--- config.mk ---
export PLATFORM = sky130hd
export DESIGN_NAME = udp_port_mux
export DESIGN_NICKNAME = d
export VERILOG_FILES = /design/src/rtl/udp_port_mux.sv
export SDC_FILE = /design/constraint.sdc
export NUM_CORES = 1
export LEC_CHECK = 0
export BUFFER_PORTS_ARGS = -buffer_cell sky130_fd_sc_hd__buf_2
export CAP_MARGIN = 10
export CORE_MARGIN = 2
export CORE_UTILIZATION = 40
export CTS_CLUSTER_DIAMETER = 30
export CTS_CLUSTER_SIZE = 25
export DETAILED_ROUTE_END_ITERATION = 6
export PLACE_DENSITY_LB_ADDON = 0.2
export SLEW_MARGIN = 20
export SYNTH_ARGS = -nofsm -noshare
export SYNTH_HDL_FRONTEND = slang
export SYNTH_SLANG_ARGS = --single-unit
--- constraint.sdc ---
create_clock -name clk -period 7.9 [get_ports clk]
set_clock_uncertainty 0.15 [all_clocks]
set_input_delay 0.79 -clock clk [delete_from_list [all_inputs] [get_ports clk]]
set_output_delay 0.79 -clock clk [all_outputs]
set_load 0.02 [all_outputs]
--- src/rtl/udp_port_mux.sv ---
// UDP port demultiplexer / round-robin TX multiplexer for NUM_CH channels.
// Define UDP_PORT_MUX_STATS_EN to enable the saturating drop counter.
module udp_port_mux #(
  parameter int          NUM_CH    = 4,
  parameter logic [15:0] BASE_PORT = 16'd1234,
  parameter logic [7:0]  TTL       = 8'd64
) (
  input  logic                  clk,
  input  logic                  rst,
  input  logic [31:0]           local_ip,
  input  logic                  rx_udp_hdr_valid,
  output logic                  rx_udp_hdr_ready,
  input  logic [31:0]           rx_udp_ip_source_ip,
  input  logic [15:0]           rx_udp_source_port,
  input  logic [15:0]           rx_udp_dest_port,
  input  logic [7:0]            rx_udp_payload_axis_tdata,
  input  logic                  rx_udp_payload_axis_tvalid,
  output logic                  rx_udp_payload_axis_tready,
  input  logic                  rx_udp_payload_axis_tlast,
  input  logic                  rx_udp_payload_axis_tuser,
  output logic                  tx_udp_hdr_valid,
  input  logic                  tx_udp_hdr_ready,
  output logic [31:0]           tx_udp_ip_source_ip,
  output logic [31:0]           tx_udp_ip_dest_ip,
  output logic [15:0]           tx_udp_source_port,
  output logic [15:0]           tx_udp_dest_port,
  output logic [15:0]           tx_udp_length,
  output logic [7:0]            tx_udp_ip_ttl,
  output logic [5:0]            tx_udp_ip_dscp,
  output logic [1:0]            tx_udp_ip_ecn,
  output logic [15:0]           tx_udp_checksum,
  output logic [7:0]            tx_udp_payload_axis_tdata,
  output logic                  tx_udp_payload_axis_tvalid,
  input  logic                  tx_udp_payload_axis_tready,
  output logic                  tx_udp_payload_axis_tlast,
  output logic                  tx_udp_payload_axis_tuser,
  output logic [NUM_CH*8-1:0]   m_tdata,
  output logic [NUM_CH-1:0]     m_tvalid,
  output logic [NUM_CH-1:0]     m_tlast,
  output logic [NUM_CH-1:0]     m_tuser,
  input  logic [NUM_CH-1:0]     m_tready,
  input  logic [NUM_CH*8-1:0]   s_tdata,
  input  logic [NUM_CH-1:0]     s_tvalid,
  input  logic [NUM_CH-1:0]     s_tlast,
  input  logic [NUM_CH-1:0]     s_tuser,
  output logic [NUM_CH-1:0]     s_tready,
  input  logic [NUM_CH*16-1:0]  s_len,
  output logic [NUM_CH-1:0]     ch_bound,
  output logic                  status_drop_frame,
  output logic [15:0]           status_drop_count
);

  localparam int IW = (NUM_CH > 1) ? $clog2(NUM_CH) : 1;

  typedef enum logic [1:0] {R_IDLE, R_PASS, R_DROP} rx_state_t;
  typedef enum logic [1:0] {T_IDLE, T_HDR, T_PAY} tx_state_t;

  rx_state_t r_rx_st, w_rx_nxt;
  tx_state_t r_tx_st, w_tx_nxt;

  logic [IW-1:0]     r_sel;
  logic [31:0]       r_hdr_ip;
  logic [15:0]       r_hdr_port;
  logic [31:0]       r_ctx_ip   [NUM_CH];
  logic [15:0]       r_ctx_port [NUM_CH];
  logic [NUM_CH-1:0] r_bound;
  logic              r_drop;

  logic [IW-1:0]     r_ptr;
  logic [IW-1:0]     r_g;
  logic [15:0]       r_len;
  logic [31:0]       r_dip;
  logic [15:0]       r_dport;

  logic [15:0]       w_idx;
  logic              w_hit;
  logic              w_hdr_hs;
  logic              w_rx_hs;
  logic              w_pass_end;
  logic [NUM_CH-1:0] w_cand;
  logic              w_any;
  logic [IW-1:0]     w_pick;
  logic              w_tx_end;

  assign w_idx      = rx_udp_dest_port - BASE_PORT;
  assign w_hit      = w_idx < 16'(NUM_CH);
  assign w_hdr_hs   = rx_udp_hdr_valid && rx_udp_hdr_ready;
  assign w_rx_hs    = rx_udp_payload_axis_tvalid
                   && rx_udp_payload_axis_tready;
  assign w_pass_end = (r_rx_st == R_PASS) && w_rx_hs
                   && rx_udp_payload_axis_tlast;

  assign m_tdata = {NUM_CH{rx_udp_payload_axis_tdata}};
  assign m_tlast = {NUM_CH{rx_udp_payload_axis_tlast}};
  assign m_tuser = {NUM_CH{rx_udp_payload_axis_tuser}};

  always_comb begin
    w_rx_nxt                   = r_rx_st;
    rx_udp_hdr_ready           = 1'b0;
    rx_udp_payload_axis_tready = 1'b0;
    m_tvalid                   = '0;
    unique case (r_rx_st)
      R_IDLE: begin
        rx_udp_hdr_ready = !rst;
        if (w_hdr_hs) w_rx_nxt = w_hit ? R_PASS : R_DROP;
      end
      R_PASS: begin
        rx_udp_payload_axis_tready = m_tready[r_sel];
        m_tvalid[r_sel] = rx_udp_payload_axis_tvalid;
        if (w_pass_end) w_rx_nxt = R_IDLE;
      end
      R_DROP: begin
        rx_udp_payload_axis_tready = 1'b1;
        if (w_rx_hs && rx_udp_payload_axis_tlast) w_rx_nxt = R_IDLE;
      end
      default: w_rx_nxt = R_IDLE;
    endcase
  end

  always_ff @(posedge clk) begin
    if (rst) begin
      r_rx_st    <= R_IDLE;
      r_sel      <= '0;
      r_hdr_ip   <= '0;
      r_hdr_port <= '0;
      r_bound    <= '0;
      r_drop     <= 1'b0;
      for (int i = 0; i < NUM_CH; i++) begin
        r_ctx_ip[i]   <= '0;
        r_ctx_port[i] <= '0;
      end
    end else begin
      r_rx_st <= w_rx_nxt;
      r_drop  <= w_hdr_hs && !w_hit;
      if (w_hdr_hs) begin
        r_sel      <= w_idx[IW-1:0];
        r_hdr_ip   <= rx_udp_ip_source_ip;
        r_hdr_port <= rx_udp_source_port;
      end
      // Only a clean frame may (re)bind the reply context.
      if (w_pass_end && !rx_udp_payload_axis_tuser) begin
        r_ctx_ip[r_sel]   <= r_hdr_ip;
        r_ctx_port[r_sel] <= r_hdr_port;
        r_bound[r_sel]    <= 1'b1;
      end
    end
  end

  assign ch_bound          = r_bound;
  assign status_drop_frame = r_drop;

`ifdef UDP_PORT_MUX_STATS_EN
  logic [15:0] r_drop_cnt;
  logic        w_cnt_evt;
  assign w_cnt_evt = r_drop || (w_pass_end && rx_udp_payload_axis_tuser);
  always_ff @(posedge clk) begin
    if (rst) r_drop_cnt <= '0;
    else if (w_cnt_evt && r_drop_cnt != 16'hFFFF)
      r_drop_cnt <= r_drop_cnt + 16'd1;
  end
  assign status_drop_count = r_drop_cnt;
`else
  assign status_drop_count = 16'd0;
`endif

  assign w_cand = s_tvalid & r_bound;

  // Descending scan so the smallest offset from the pointer wins.
  always_comb begin
    w_any  = 1'b0;
    w_pick = '0;
    for (int k = NUM_CH - 1; k >= 0; k--) begin
      if (w_cand[(int'(r_ptr) + k) % NUM_CH]) begin
        w_any  = 1'b1;
        w_pick = IW'((int'(r_ptr) + k) % NUM_CH);
      end
    end
  end

  assign w_tx_end = (r_tx_st == T_PAY) && s_tvalid[r_g]
                 && tx_udp_payload_axis_tready && s_tlast[r_g];

  always_comb begin
    w_tx_nxt                   = r_tx_st;
    tx_udp_hdr_valid           = 1'b0;
    tx_udp_payload_axis_tdata  = '0;
    tx_udp_payload_axis_tvalid = 1'b0;
    tx_udp_payload_axis_tlast  = 1'b0;
    tx_udp_payload_axis_tuser  = 1'b0;
    s_tready                   = '0;
    unique case (r_tx_st)
      T_IDLE: if (w_any) w_tx_nxt = T_HDR;
      T_HDR: begin
        tx_udp_hdr_valid = 1'b1;
        if (tx_udp_hdr_ready) w_tx_nxt = T_PAY;
      end
      T_PAY: begin
        tx_udp_payload_axis_tdata  = s_tdata[int'(r_g)*8 +: 8];
        tx_udp_payload_axis_tvalid = s_tvalid[r_g];
        tx_udp_payload_axis_tlast  = s_tlast[r_g];
        tx_udp_payload_axis_tuser  = s_tuser[r_g];
        s_tready[r_g] = tx_udp_payload_axis_tready;
        if (w_tx_end) w_tx_nxt = T_IDLE;
      end
      default: w_tx_nxt = T_IDLE;
    endcase
  end

  always_ff @(posedge clk) begin
    if (rst) begin
      r_tx_st <= T_IDLE;
      r_ptr   <= '0;
      r_g     <= '0;
      r_len   <= '0;
      r_dip   <= '0;
      r_dport <= '0;
    end else begin
      r_tx_st <= w_tx_nxt;
      // Header fields freeze at grant; later RX rebinds cannot disturb them.
      if (r_tx_st == T_IDLE && w_any) begin
        r_g     <= w_pick;
        r_len   <= s_len[int'(w_pick)*16 +: 16] + 16'd8;
        r_dip   <= r_ctx_ip[w_pick];
        r_dport <= r_ctx_port[w_pick];
      end
      if (w_tx_end)
        r_ptr <= (r_g == IW'(NUM_CH - 1)) ? '0 : r_g + 1'b1;
    end
  end

  assign tx_udp_ip_source_ip = local_ip;
  assign tx_udp_ip_dest_ip   = r_dip;
  assign tx_udp_source_port  = BASE_PORT + 16'(r_g);
  assign tx_udp_dest_port    = r_dport;
  assign tx_udp_length       = r_len;
  assign tx_udp_ip_ttl       = TTL;
  assign tx_udp_ip_dscp      = 6'd0;
  assign tx_udp_ip_ecn       = 2'd0;
  assign tx_udp_checksum     = 16'd0;

endmodule
==> run summary, run 1 <==
Port Buffer Count: 285
CTS Hold Bufs: 0
Pwr per Cell Area: 269 nW/um^2
layout cells sized above 1: 0.256
routed length per instance: 19.0 um
sequential area share after synthesis: 0.536
Routed Antenna Nets: 0
clock root cell: clkbuf_16
R2R Setup Slk: 3.96 ns
row cnt: 72
Clock Tree Buf Depth: 3
crit path max fanout: 27
number of fill cells: 3523
CP Class: reg2reg
Worst Slack Setup Final: 3.96 ns
global-route wire length before repair: 69600 um
Yosys reg bits: 319
I/O pin count: 451
Worst-Skew Late Latency: 0.58 ns
Placer Congestion: 0.923
final setup TNS: 0 ns
critical path endpoint category: register
multiplexer share of the synthesized area: 0.0270
Die X: 201 um
Min-Delay Path Class: in2reg
min-delay src: rx_udp_ip_source_ip[26]
Internal: 4000 uW
Max VDD drop: 0.171 mV
post-synth cell types: 69
Main synth FF type: edfxtp_1
GRT Overall Usage: 0.223
H-tree levels: 3
Post-Synth XOR/XNOR Area: 0.00226
initial antenna violation count: 1
syn_area_per_cell: 9.56 um^2
vias in the first global route: 12100
Layout area overhead: 24.0%
status: completed
final setup fails: 0
CP Launch Point: r_sel[0]$_SDFFE_PP0P_
clock sink count: 319
crit path launch type: register
vias: 12200
dpl ws: 3.66 ns
worst hold slack: 0.254 ns
post-synthesis instance total: 1622
RR Endpoint: r_ctx_ip[0][11]$_SDFFCE_PN0P_
Clock power frac: 0.600
slowest stage cell, crit path: dfxtp_1
initial drt markers: 851
full die area: 40400 um^2
Worst Tran Pin Value: 1.07 ns
Comb pwr share: 0.041
Net Sw Frac: 0.227
layout net count: 2057
max cap viols: 0
Core Area: 38500 um^2
CP peak stage delay: 0.59 ns
Arr. time, crit path: 4.03 ns
final WL: 45700 um
hold endpoint: r_hdr_ip[26]$_SDFFE_PP0P_
Initial Util: 0.403
largest net degree at the start of global routing: 77
post-DP HPWL: 29100 um
Yosys Warn Count: 0
switching power: 1170 uW
Reg-to-Reg Start: r_sel[0]$_SDFFE_PP0P_
leakage power: 0.00799 uW
fraction of the mapped netlist area in adder cells: 0.00726
Hold Fails Final Rpt: 0
Num CTS Buffers: 73
RSZ-0062 raised after global routing: false
post-CTS resize count: 0
synthesized cell area: 15500 um^2
CTS tree: done
total global routing overflow: 0
Compound-Gate Fraction of Synth Area: 0.0742
fmax: 254 MHz
vias per cell: 5.07
EDFF count, synth: 192
largest family of logic cells by synthesized area: simple AND/OR/NAND/NOR gates
leading cell type in the layout, fill and taps excluded: nand2_1
Final Max Slew Viols: 0
drc violations: 0
Worst Path Required: 7.98 ns
most frequent cells in the layout: nand2_1, buf_2, and2_1
Slew headroom: 0.271
drt first pass iters: 5
Simple-Gate Fraction of Synth Area: 0.257
worst r2r path cells: 8
WHS Path Cells: 3
worst-path cell chain: mux4_2, a21oi_1, nor2b_1, nand3_1, nor4_2, buf_4, or2_2, buf_4
Die Ht: 201 um
min Tclk post-route: 3.94 ns
fin crit share: 0.499
Setup Fix Bufs, Post-CTS: 0
share of power burned in registers: 0.359
Clock transition at path regs: 0.04 ns
Crit path top cell by count: buf_4
ys async rst share: 0
[cell usage after synthesis, types with 8 or more instances]
| library cell | instances | area, um^2 |
|---|---|---|
| a21oi_1 | 74 | 370 |
| a22o_1 | 8 | 70.1 |
| a31oi_1 | 10 | 62.6 |
| and2_1 | 196 | 1230 |
| buf_1 | 11 | 41.3 |
| buf_2 | 14 | 70.1 |
| buf_4 | 135 | 1010 |
| clkbuf_1 | 75 | 282 |
| dfxtp_1 | 127 | 2540 |
| edfxtp_1 | 192 | 5770 |
| ha_1 | 9 | 113 |
| inv_1 | 14 | 52.6 |
| mux2i_1 | 10 | 100 |
| mux4_2 | 12 | 270 |
| nand2_1 | 386 | 1450 |
| nand3_1 | 160 | 801 |
| nor2_1 | 31 | 116 |
| nor3_1 | 9 | 45.0 |
| o21ai_0 | 58 | 290 |
[worst max-delay path: cells and delay by family, from the launching register on]
family / cells / cell delay [ns]
AO/OA/AOI/OAI: 1 / 0.06
buffers and inverters: 2 / 0.81
flip-flops: 1 / 0.59
multiplexers: 1 / 0.31
AND/OR/NAND/NOR: 4 / 1.65
[state kept, by name, summed over array words and instances (netlist names)]
| signal | flops |
|---|---|
| r_ctx_ip | 128 |
| r_ctx_port | 64 |
| r_hdr_ip | 32 |
| tx_udp_ip_dest_ip | 32 |
| r_hdr_port | 16 |
| tx_udp_dest_port | 16 |
| tx_udp_length | 16 |
| ch_bound | 4 |
| r_g | 2 |
| r_ptr | 2 |
| r_rx_st | 2 |
| r_sel | 2 |
| r_tx_st | 2 |
| status_drop_frame | 1 |
[per-stage QoR]
stage | cells | power [uW] | area, um^2 | utilization
after floorplan | 1681 | 2070 | 15700 | -
after global placement | 2267 | 2100 | 16600 | 0.432
after detailed placement | 2267 | 2100 | 16600 | 0.432
after CTS | 2403 | 5220 | 19200 | 0.500
after global routing | 2403 | 5330 | 19200 | 0.500
final | 2404 | 5170 | 19200 | 0.500
[layout make-up]
type / instances / area [um^2] / area share
diodes: 1 / 2.50 / 0.000130
clock inverters: 41 / 490 / 0.0255
multi-input cells: 1110 / 6030 / 0.313
clock buffers: 95 / 2120 / 0.110
flip-flops and latches: 319 / 8310 / 0.432
inverters: 14 / 52.6 / 0.00273
well taps: 518 / 648 / 0.0337
repair buffers: 306 / 1590 / 0.0825
[power by group through the flow]
stage,Combinational (uW),Clock [uW],Sequential (uW)
finish,212,3100,1860
global route,233,3230,1860
CTS,213,3140,1860
detailed placement,212,0,1890
global placement,210,0,1890
floorplan,194,0,1870
[per-layer routing]
layer | share of wire | global-route usage | up-vias | wire [um]
met5 | 0.00028 | 0 | - | 13
met4 | 0.030 | 0.0884 | 2 | 1360
met3 | 0.078 | 0.0606 | 88 | 3580
met2 | 0.45 | 0.350 | 491 | 20700
met1 | 0.44 | 0.292 | 5843 | 20000
li1 | - | - | 5757 | -
[cell families after synthesis]
logic type,after synthesis
AO/OA/AOI/OAI,184
flip-flops,319
other,2
XOR/XNOR,4
buffers and inverters,252
adder cells (fa/ha/maj),9
multiplexers,26
AND/OR/NAND/NOR,826
[worst max path at each step]
| stage | slack, ns | to | cells past startpoint |
|---|---|---|---|
| global route | 3.67 | r_ctx_port[0][0]$_SDFFCE_PN0P_ | 8 |
| CTS | 3.93 | r_ctx_port[0][0]$_SDFFCE_PN0P_ | 8 |
| finish | 3.96 | r_ctx_ip[0][11]$_SDFFCE_PN0P_ | 8 |
| floorplan | 2.00 | r_ctx_ip[3][0]$_DFFE_PP_ | 5 |
| detailed placement | 3.66 | tx_udp_length[13]$_SDFFE_PP0P_ | 9 |
| global placement | 3.73 | tx_udp_length[13]$_SDFFE_PP0P_ | 12 |
(Power assumes the default switching activity.)
==> run 2, diff against run 1 <==
--- a/config.mk
+++ b/config.mk
@@ -5,6 +5,7 @@
 export SDC_FILE = /design/constraint.sdc
 export NUM_CORES = 1
 export LEC_CHECK = 0
+export ABC_AREA = 1
 export BUFFER_PORTS_ARGS = -buffer_cell sky130_fd_sc_hd__buf_2
 export CAP_MARGIN = 10
 export CORE_MARGIN = 2
==> constraint.sdc (replaced) <==
create_clock -name clk -period 4.02 [get_ports clk]
set_clock_uncertainty 0.15 [all_clocks]
set_input_delay 0.402 -clock clk [delete_from_list [all_inputs] [get_ports clk]]
set_output_delay 0.402 -clock clk [all_outputs]
set_load 0.02 [all_outputs]
==> run summary, run 2 <==
final WL: 48900 um
routed length per instance: 17.7 um
Setup Fix Bufs, Post-CTS: 0
CTS tree: done
worst r2r path cells: 22
final setup TNS: 0 ns
Arr. time, crit path: 3.83 ns
drc violations: 0
Slew headroom: 0.337
final setup fails: 0
EDFF count, synth: 192
Max VDD drop: 0.343 mV
Clock Tree Buf Depth: 3
Placer Congestion: 0.887
vias: 13600
fin crit share: 0.878
Port Buffer Count: 285
layout net count: 2409
syn_area_per_cell: 8.22 um^2
CTS Hold Bufs: 51
ys async rst share: 0
most frequent cells in the layout: nor2_1, nand2_1, buf_2
Clock transition at path regs: 0.04 ns
clock root cell: clkbuf_16
initial antenna violation count: 0
H-tree levels: 3
Worst Tran Pin Value: 0.993 ns
full die area: 40900 um^2
RSZ-0062 raised after global routing: false
status: completed
most common cell in the netlist: nor2_1
Layout area overhead: 26.3%
total global routing overflow: 0
crit path max fanout: 26
Overall Power: 10000 uW
I/O pin count: 451
min Tclk post-route: 3.53 ns
Yosys Warn Count: 0
post-synthesis instance total: 1914
synth top area cells: edfxtp_1, dfxtp_1, nor2_1
post-CTS resize count: 0
GRT Overall Usage: 0.230
initial drt markers: 747
Worst-Skew Late Latency: 0.56 ns
Die X: 202 um
top flop regs: r_ctx_ip: 128 flops, r_ctx_port: 64 flops
RR Endpoint: tx_udp_length[9]$_SDFFE_PP0P_
Top reg by flops: r_ctx_ip
synthesized cell area: 15700 um^2
sequential area share after synthesis: 0.528
vias in the first global route: 13300
max reg flops: 128
post-synth cell types: 39
max cap viols: 0
Routed Antenna Nets: 0
crit path launch type: register
Worst Path Required: 4.32 ns
global-route wire length before repair: 72800 um
critical path endpoint category: register
Reg-to-Reg Start: r_ptr[0]$_SDFFE_PP0P_
leakage power: 0.00897 uW
Num CTS Buffers: 72
Pwr per Cell Area: 505 nW/um^2
fin util: 0.513
CP Class: reg2reg
Main synth FF type: edfxtp_1
Final Max Slew Viols: 0
post-DP HPWL: 30800 um
Min-Delay Path Class: in2reg
Hold Fails Final Rpt: 0
drt first pass iters: 5
vias per cell: 4.94
R2R Setup Slk: 0.49 ns
WHS Path Cells: 3
largest net degree at the start of global routing: 106
row cnt: 72
Initial Util: 0.406
fmax: 283 MHz
layout cells sized above 1: 0.211
clock sink count: 319
most frequent cells after synthesis: nor2_1, nand2_1, edfxtp_1
hold endpoint: r_sel[0]$_SDFFE_PP0P_
Core Area: 38700 um^2
Yosys reg bits: 319
Die Ht: 202 um
min-delay src: rx_udp_hdr_valid
share of Yosys cell area claimed by the top area cell type: 0.367
Inserted Diodes: 0
cell taking the most area after synthesis: edfxtp_1
leading cell type in the layout, fill and taps excluded: nor2_1
[run 2: routing by layer]
metal,global-route usage,share of wire
met1,0.277,0.41
met5,0.00833,0.0010
met3,0.0508,0.077
met4,0.0746,0.022
met2,0.407,0.49
[run 2: cell type report]
type                            count  area (um^2)
Inverter                          191          719
Clock inverter                     44          515
Fill cell                        3735        18900
Timing Repair Buffer              366         2210
Tap cell                          518          648
Clock buffer                       90         1950
Sequential cell                   319         8310
Multi-Input combinational cell   1226         5510
[run 2: per-stage QoR]
step	hold WS (ns)	cells	worst slack (ns)	cell area, um^2
after floorplan	0.317	1973	0.568	15900
after global placement	0.312	2569	0.667	16900
after detailed placement	0.321	2569	0.583	16900
after CTS	0.0339	2754	0.575	19900
after global routing	0.0531	2754	0.225	19900
final	0.0552	2754	0.489	19900
[run 2: logic make-up after synthesis]
family	share of synthesized area
and+or+nand+nor	0.218
DFF	0.528
AOI/OAI and AO/OA	0.103
adders and majority gates	0.00716
buffers and inverters	0.138
xor gates and xnor gates	0.00446
other	0.000478
[run 2: how the worst max path moves through the flow]
stage / from / to / slack, ns / cells past startpoint
floorplan: r_sel[0]$_SDFFE_PP0P_ / r_ctx_ip[1][0]$_SDFFCE_PN0P_ / 0.57 / 15
global placement: s_tvalid[1] / tx_udp_length[7]$_SDFFE_PP0P_ / 0.67 / 19
detailed placement: r_ptr[0]$_SDFFE_PP0P_ / tx_udp_length[9]$_SDFFE_PP0P_ / 0.58 / 22
CTS: r_ptr[0]$_SDFFE_PP0P_ / tx_udp_length[9]$_SDFFE_PP0P_ / 0.58 / 22
global route: r_ptr[0]$_SDFFE_PP0P_ / tx_udp_length[9]$_SDFFE_PP0P_ / 0.22 / 22
finish: r_ptr[0]$_SDFFE_PP0P_ / tx_udp_length[9]$_SDFFE_PP0P_ / 0.49 / 22
[run 2: critical path: stages, from the launching register on]
cell and delay, ns:
dfxtp_1 0.46, inv_2 0.15, nand2_1 0.16, nand3_1 0.14, nand2_1 0.13, inv_2 0.05
nand2_2 0.07, nand2_1 0.06, nand2_2 0.33, nand2_4 0.27, clkinv_2 0.22, nand2_1 0.07
nand3_1 0.07, nand2_1 0.12, inv_2 0.13, ha_1 0.19, inv_1 0.10, nor2_8 0.16
nand3_2 0.08, nand2_1 0.07, nand2_1 0.05, o21bai_1 0.15, inv_1 0.05
[run 2: power breakdown]
group	switching [uW]	leakage (uW)	internal [uW]
sequential	42.8	0.00301	3590
clock	1870	0.00118	3970
combinational	371	0.00477	191
==> run 3, diff against run 2 <==
--- a/config.mk
+++ b/config.mk
@@ -8,6 +8,7 @@
 export ABC_AREA = 1
 export BUFFER_PORTS_ARGS = -buffer_cell sky130_fd_sc_hd__buf_2
 export CAP_MARGIN = 10
+export CORE_ASPECT_RATIO = 1.4
 export CORE_MARGIN = 2
 export CORE_UTILIZATION = 40
 export CTS_CLUSTER_DIAMETER = 30
==> run summary, run 3 (synthesis gave the netlist of run 2 again) <==
final WL: 48600 um
share of power burned in registers: 0.404
cell total after placement: 2565
number of fill cells: 3773
row cnt: 85
post-DP HPWL: 30600 um
Max VDD drop: 0.261 mV
vias in the first global route: 13300
crit path max fanout: 28
Core Area: 38600 um^2
largest net degree at the start of global routing: 104
min Tclk post-route: 3.42 ns
Die Ht: 239 um
clock root cell: clkbuf_16
Placed Area: 16800 um^2
max reg flops: 128
layout net count: 2385
RSZ-0062 raised after global routing: false
Worst Path Required: 4.33 ns
fmax: 292 MHz
initial antenna violation count: 2
drc violations: 0
Worst-Skew Late Latency: 0.58 ns
Hold Fails Final Rpt: 0
leading cell type in the layout, fill and taps excluded: nor2_1
Pwr per Cell Area: 465 nW/um^2
Routed Antenna Nets: 0
routed length per instance: 17.9 um
final setup TNS: 0 ns
vias per cell: 4.98
WHS Path Cells: 3
switching power: 2080 uW
drt first pass iters: 5
Worst Tran Pin Value: 0.947 ns
full die area: 40900 um^2
status: completed
leakage power: 0.00867 uW
R2R Setup Slk: 0.60 ns
Setup Fix Bufs, Post-CTS: 0
dpl ws: 0.557 ns
Top reg by flops: r_ctx_ip
Placer Congestion: 0.893
Min-Delay Path Class: in2reg
worst r2r path cells: 19
Layout area overhead: 22.5%
Clock transition at path regs: 0.05 ns
Port Buffer Count: 285
Die X: 172 um
critical path endpoint category: register
most frequent cells in the layout: nor2_1, nand2_1, buf_2
layout cells sized above 1: 0.199
final std cells w/o fill: 2722
Clock Tree Buf Depth: 3
GRT Overall Usage: 0.233
CTS tree: done
clock sink count: 319
Worst Slack Setup Final: 0.598 ns
Comb pwr share: 0.062
max cap viols: 0
fin crit share: 0.851
I/O pin count: 451
H-tree levels: 2
CP Class: reg2reg
Net Sw Frac: 0.232
Clock power frac: 0.534
total global routing overflow: 0
Arr. time, crit path: 3.73 ns
final setup fails: 0
Internal: 6890 uW
initial drt markers: 845
Num CTS Buffers: 56
top flop regs: r_ctx_ip: 128 flops, r_ctx_port: 64 flops
fin util: 0.499
Slew headroom: 0.369
Final Max Slew Viols: 0
crit path launch type: register
vias: 13600
global-route wire length before repair: 73100 um
final instance area: 19300 um^2
Initial Util: 0.407
run 3: cell type report:
cell class	instances	area (um^2)	share of cell area
clock inverters	39	468	0.0243
clock buffers	66	1460	0.0757
inverters	191	722	0.0375
well taps	522	653	0.0339
repair buffers	358	2130	0.110
flip-flops and latches	319	8310	0.431
diodes	1	2.50	0.000130
multi-input cells	1226	5530	0.287
run 3: stage by stage:
| step | hold WS [ns] | power [uW] |
|---|---|---|
| after CTS | 0.0430 | 9030 |
| after global placement | 0.310 | 4200 |
| after detailed placement | 0.313 | 4200 |
| final | 0.0620 | 8970 |
| after floorplan | 0.317 | 4130 |
| after global routing | 0.0574 | 9250 |
run 3: layer usage:
| layer | vias to the layer above | track usage | part of all wire |
|---|---|---|---|
| li1 | 6493 | - | - |
| met1 | 6437 | 0.284 | 0.40 |
| met2 | 502 | 0.409 | 0.50 |
| met3 | 121 | 0.0373 | 0.066 |
| met4 | 0 | 0.0942 | 0.034 |
| met5 | - | 0 | 0 |
run 3: worst max-delay path: stages (launching register included):
cell and delay, ns:
dfxtp_1 0.45, inv_2 0.14, nand2_1 0.13, nand3_1 0.12
nand2_1 0.10, inv_2 0.04, nand2_2 0.06, nand3_2 0.35
nand2_4 0.42, clkinv_2 0.15, nand2_1 0.08, nand3_1 0.06
nand2_1 0.17, inv_2 0.09, ha_1 0.23, inv_1 0.15
nor2_8 0.08, xor2_1 0.14, o21ai_0 0.17, inv_1 0.05
run 3: power by group through the flow:
stage	Sequential (uW)	Combinational, uW	Clock (uW)
final	3620	556	4790
after global routing	3630	619	5000
after floorplan	3680	450	0
after global placement	3680	512	0
after detailed placement	3690	516	0
after CTS	3620	559	4850
run 3: final timing paths:
check                           startpoint                       endpoint
setup / recovery     r_ptr[0]$_SDFFE_PP0P_  tx_udp_length[7]$_SDFFE_PP0P_
setup reg to reg     r_ptr[0]$_SDFFE_PP0P_  tx_udp_length[7]$_SDFFE_PP0P_
hold reg to reg   ch_bound[1]$_SDFFE_PP0P_       ch_bound[1]$_SDFFE_PP0P_
hold / removal            rx_udp_hdr_valid          r_sel[0]$_SDFFE_PP0P_
run 3: repair_timing:
item,4_1_cts,5_1_grt
hold buffers,51,0
hold endpoints to repair,52,0
gates resized for setup,0,0
